**src/rtl/mem_bank_2rw_arb.sv**
```systemverilog
// mem_bank_2rw_arb: round-robin arbiter sharing a 2-port register bank among NREQ requesters,
// two grants per cycle with same-address write hazards blocked, registered responses.
module mem_bank_2rw_arb #(
    parameter int NREQ = 4,
    parameter int AW   = 2,
    parameter int DW   = 64
) (
    input  logic               clk,
    input  logic               rst,
    input  logic [NREQ-1:0]    req_valid,
    output logic [NREQ-1:0]    req_ready,
    input  logic [NREQ-1:0]    req_wmode,
    input  logic [NREQ*AW-1:0] req_addr,
    input  logic [NREQ*DW-1:0] req_wdata,
    output logic [NREQ-1:0]    rsp_valid,
    output logic [NREQ*DW-1:0] rsp_rdata,
    output logic               RW0_en,
    output logic               RW0_wmode,
    output logic [AW-1:0]      RW0_addr,
    output logic [DW-1:0]      RW0_wdata,
    input  logic [DW-1:0]      RW0_rdata,
    output logic               RW1_en,
    output logic               RW1_wmode,
    output logic [AW-1:0]      RW1_addr,
    output logic [DW-1:0]      RW1_wdata,
    input  logic [DW-1:0]      RW1_rdata
);
    localparam int PW = $clog2(NREQ);
    localparam logic [PW:0] NQ = (PW+1)'(NREQ);
    localparam logic [PW-1:0] LAST = PW'(NREQ - 1);

    logic [PW-1:0]      r_rr_ptr;
    logic [NREQ-1:0]    r_rsp_valid;
    logic [NREQ*DW-1:0] r_rsp_rdata;
    logic [PW-1:0]      w_g0, w_g1, w_last;
    logic               w_f0, w_f1;
    logic [NREQ-1:0]    w_oh0, w_oh1;
    logic [AW-1:0]      w_addr [NREQ];
    logic [DW-1:0]      w_wdata [NREQ];

    for (genvar i = 0; i < NREQ; i++) begin : g_unpack
        assign w_addr[i]  = req_addr[i*AW +: AW];
        assign w_wdata[i] = req_wdata[i*DW +: DW];
    end

    // Port 1 takes the next requester in scan order that cannot collide with port 0's access
    always_comb begin
        logic [PW:0]   sum;
        logic [PW-1:0] idx;
        logic          cf;
        w_f0 = 1'b0;
        w_f1 = 1'b0;
        w_g0 = '0;
        w_g1 = '0;
        sum  = '0;
        idx  = '0;
        cf   = 1'b0;
        for (int k = 0; k < NREQ; k++) begin
            sum = {1'b0, r_rr_ptr} + (PW+1)'(k);
            idx = PW'(sum >= NQ ? sum - NQ : sum);
            cf  = w_addr[idx] == w_addr[w_g0] && (req_wmode[idx] || req_wmode[w_g0]);
            if (req_valid[idx] && !rst) begin
                if (!w_f0) begin
                    w_f0 = 1'b1;
                    w_g0 = idx;
                end else if (!w_f1 && !cf) begin
                    w_f1 = 1'b1;
                    w_g1 = idx;
                end
            end
        end
    end

    always_comb begin
        w_oh0 = '0;
        w_oh1 = '0;
        w_oh0[w_g0] = w_f0;
        w_oh1[w_g1] = w_f1;
    end

    assign req_ready = w_oh0 | w_oh1;
    assign w_last    = w_f1 ? w_g1 : w_g0;

    // Idle ports drive zeros: the bank writes on wmode alone
    assign RW0_en    = w_f0;
    assign RW0_wmode = w_f0 & req_wmode[w_g0];
    assign RW0_addr  = w_f0 ? w_addr[w_g0] : '0;
    assign RW0_wdata = w_f0 ? w_wdata[w_g0] : '0;
    assign RW1_en    = w_f1;
    assign RW1_wmode = w_f1 & req_wmode[w_g1];
    assign RW1_addr  = w_f1 ? w_addr[w_g1] : '0;
    assign RW1_wdata = w_f1 ? w_wdata[w_g1] : '0;

    always_ff @(posedge clk or posedge rst) begin
        if (rst) begin
            r_rr_ptr    <= '0;
            r_rsp_valid <= '0;
            r_rsp_rdata <= '0;
        end else begin
            r_rsp_valid <= req_ready;
            if (w_f0)
                r_rr_ptr <= w_last == LAST ? '0 : w_last + 1'b1;
            for (int i = 0; i < NREQ; i++)
                if (req_ready[i])
                    r_rsp_rdata[i*DW +: DW] <= w_oh0[i] ? (RW0_wmode ? '0 : RW0_rdata)
                                                        : (RW1_wmode ? '0 : RW1_rdata);
        end
    end

    assign rsp_valid = r_rsp_valid;
    assign rsp_rdata = r_rsp_rdata;
endmodule

```
**config.mk**
```make
export PLATFORM = sky130hd
export DESIGN_NAME = mem_bank_2rw_arb
export DESIGN_NICKNAME = d
export VERILOG_FILES = /design/src/rtl/mem_bank_2rw_arb.sv
export SDC_FILE = /design/constraint.sdc
export NUM_CORES = 1
export LEC_CHECK = 0
export CAP_MARGIN = 10
export CELL_PAD_IN_SITES_DETAIL_PLACEMENT = 1
export CELL_PAD_IN_SITES_GLOBAL_PLACEMENT = 2
export CORE_AREA = 8 8 306 308
export DETAILED_ROUTE_END_ITERATION = 10
export DIE_AREA = 0 0 314 316
export MAX_ROUTING_LAYER = met4
export PLACE_DENSITY = 0.7
export SYNTH_ARGS = -nofsm -noshare
export SYNTH_HDL_FRONTEND = slang
export SYNTH_SLANG_ARGS = --single-unit
export TNS_END_PERCENT = 1
```
**constraint.sdc**
```tcl
create_clock -name clk -period 33.8 [get_ports clk]
set_input_delay 3.38 -clock clk [delete_from_list [all_inputs] [get_ports clk]]
set_output_delay 3.38 -clock clk [all_outputs]
set_load 0.1 [all_outputs]
```
==> flow_summary_export.csv <==
group,metric,value,unit
worst_setup_path,cp.required,30420,ps
clock_network,clk_path_buf_depth,3,
sta,maxSlewViolCount,0,
clock_network,root_buffer,"clkbuf_16",
sta,fmax,0.07624,GHz
job,cap_viol_max_count,0,
clock_network,h-tree-depth,1,
worst_setup_path,arrival,9740,ps
place,dpl_cell_area,25690,sq um
worst_setup_path,worstSetupPathType,"in2out",
clock_network,post_cts_buffers,0,
synth,ys.flop_type,"dfrtp_1",
clock_network,cts_tree,"built",
synth,ys_types,80,
place,portBuffers,801,
drt,drcViolationCount,0,
synth,ys_ff_latch,262,
sta,finalSetupViolations,0,
place,gp_congestion,0.9695,
run_status,status,"completed",
floorplan,core,89050,sq um
floorplan,start_util,18.73,%
global_route,grt_pass1_wl,147500,um
sta,fin_setup_tns,0,ps
layout,layout_commonest_cell,"clkdlybuf4s50_1",
synth,yosys_warnings,0,
clock_network,cts_resized,0,
drt,viasPerCell,4.966,
sta,relSlewSlack,20.44,%
sta,rsz0062_at_grt,"false",
global_route,grt-ovfl-total,0,
clock_network,cts.sinks,262,
global_route,antenna_found_initial,60,
worst_setup_path,endpoint_kind,"primary output",
layout,layout_common_cells,"clkdlybuf4s50_1, dfrtp_1, and2_1, nand2_1, mux4_2",
layout,post-route-util,30.12,%
synth,synth_edf_count,0,
synth,yosysSeqAreaShare,39.31,%
worst_setup_path,critPathLaunchType,"input pin",
clock_network,clock_latency,610,ps
sta,hold_violations,0,
layout,drive_gt1_share,11.97,%
global_route,gr-usage-all-layers,20.78,%
drt,drtPass1Iterations,8,
synth,avgSynthCellArea,11.65,sq um
clock_network,clk_pin_slew_worst_paths,60,ps
drt,avgRoutedWirePerCell,31.37,um
global_route,grt_max_degree,157,
sta,period_share,38.81,%
floorplan,rows,110,
synth,synth_area,16680,sq um
sta,period_minus_slack,13120,ps
floorplan,die_x,314,um
sta,worstMarginPinSlew,1193,ps
floorplan,dieArea,99220,sq um
layout,fin_cells,3384,
drt,vias,16805,
floorplan,ioPinCount,802,
floorplan,chipHeight,316,um
drt,drt-total-wl,106200,um
worst_setup_path,crit_path_max_fanout,47,
global_route,first_global_vias,18464,
drt,drt_iter0_markers,1274,
clock_network,cts_buffers,31,
drt,ant_nets,0,
layout,area_growth,60.80,%
sta,skew,16.37,ps
layout,final_area,26820,sq um
synth,syn_inst,1432,
place,place_inst,3300,
layout,final_nets,2560,
clock_network,holdBufCountCts,0,
synth,async_flop_share,100.0,%
hold_path,min_path_type,"reg2reg",
synth,syn_nets,1835,
place,dpl.hpwl,79830,um
[synthesized netlist by cell type, drive strengths merged, types with 2 or more instances]
cell type	count	share of area, %
o21a	2	0.090
nor4	3	0.29
or3	2	0.075
nor2	15	0.35
nor3b	3	0.16
mux4	138	19
mux2	4	0.27
a221o	65	3.9
buf	75	3.4
dfrtp	262	39
a22oi	65	3.0
o221ai	3	0.23
a22o	65	3.4
nand3	7	0.21
a311oi	4	0.21
clkbuf	60	1.4
a2111oi	3	0.31
a21oi	7	0.37
o21ai	10	0.32
and2	201	7.5
a21o	66	3.0
o211ai	3	0.16
or2	2	0.075
nor2b	7	0.28
a221oi	2	0.14
nand2	150	3.4
a222oi	64	3.8
nand3b	3	0.23
mux2i	29	1.8
nor3	2	0.060
inv	79	1.8
o2111ai	3	0.26
xnor2	4	0.30
and3	2	0.075
a31oi	3	0.24
[flip-flops by register name (all words and copies together) (netlist names)]
register / cells
r_rr_ptr: 2
rsp_rdata: 256
rsp_valid: 4
[cell type report]
type | instances | area (sq um)
Clock inverter | 8 | 87.58
Tap cell | 1176 | 1471
Timing Repair Buffer | 827 | 8223
Antenna cell | 27 | 67.56
Multi-Input combinational cell | 955 | 9131
Clock buffer | 49 | 973.4
Inverter | 80 | 310.3
Sequential cell | 262 | 6556
Fill cell | 9875 | 62230
[worst paths after layout]
path	startpoint	end	slack (ps)	cells past startpoint
worst max-delay path	rst	RW1_wdata[21]	20680	15
worst min-delay path	rsp_rdata[191]	rsp_rdata[191]	490	2
worst max register to register	r_rr_ptr[0]	rsp_rdata[42]	27520	18
worst min register to register	rsp_rdata[191]	rsp_rdata[191]	490	2
max in group asynchronous	rst	rsp_rdata[119]	28550	3
min in group asynchronous	rst	r_rr_ptr[0]	3840	2
[stage by stage]
| step | hold slack (ps) | setup WS (ps) |
|---|---|---|
| 6_report | 493.9 | 20680 |
| 5_1_grt | 521.8 | 20100 |
| 4_1_cts | 498.5 | 20520 |
| 3_5_place_dp | 479.7 | 20550 |
| 3_3_place_gp | 475.0 | 20620 |
| 2_1_floorplan | 903.2 | 16460 |
[layer usage]
layer | track usage, % | routed length, um
met3 | 6.573 | 8972
met5 | - | 0
met2 | 38.43 | 57200
met4 | 7.452 | 4186
met1 | 20.33 | 35800
[worst max-delay path: stages]
cell,delay (ps)
clkdlybuf4s50_1,810
a211oi_1,440
ha_1,490
mux2i_1,240
o21ai_0,160
o2111ai_1,120
nand3_1,120
o21ai_2,370
o211ai_2,230
nand2_1,170
o221a_4,540
buf_4,820
mux4_2,620
and2_1,170
clkdlybuf4s50_1,970
[logic make-up (layout without fill, tap and decap cells)]
family	after synthesis	in the layout	synth area share, %
AOI/OAI and AO/OA	378	378	20.15
xor gates and xnor gates	5	5	0.3526
adders and majority gates	1	1	0.07500
buffers and inverters	215	964	6.534
DFF	262	262	39.31
muxes	171	171	20.67
other	0	27	0
and+or+nand+nor	400	400	12.92
Power is not shown: default switching activity piles up to over one toggle a cycle in this logic, so the estimate is an artifact.
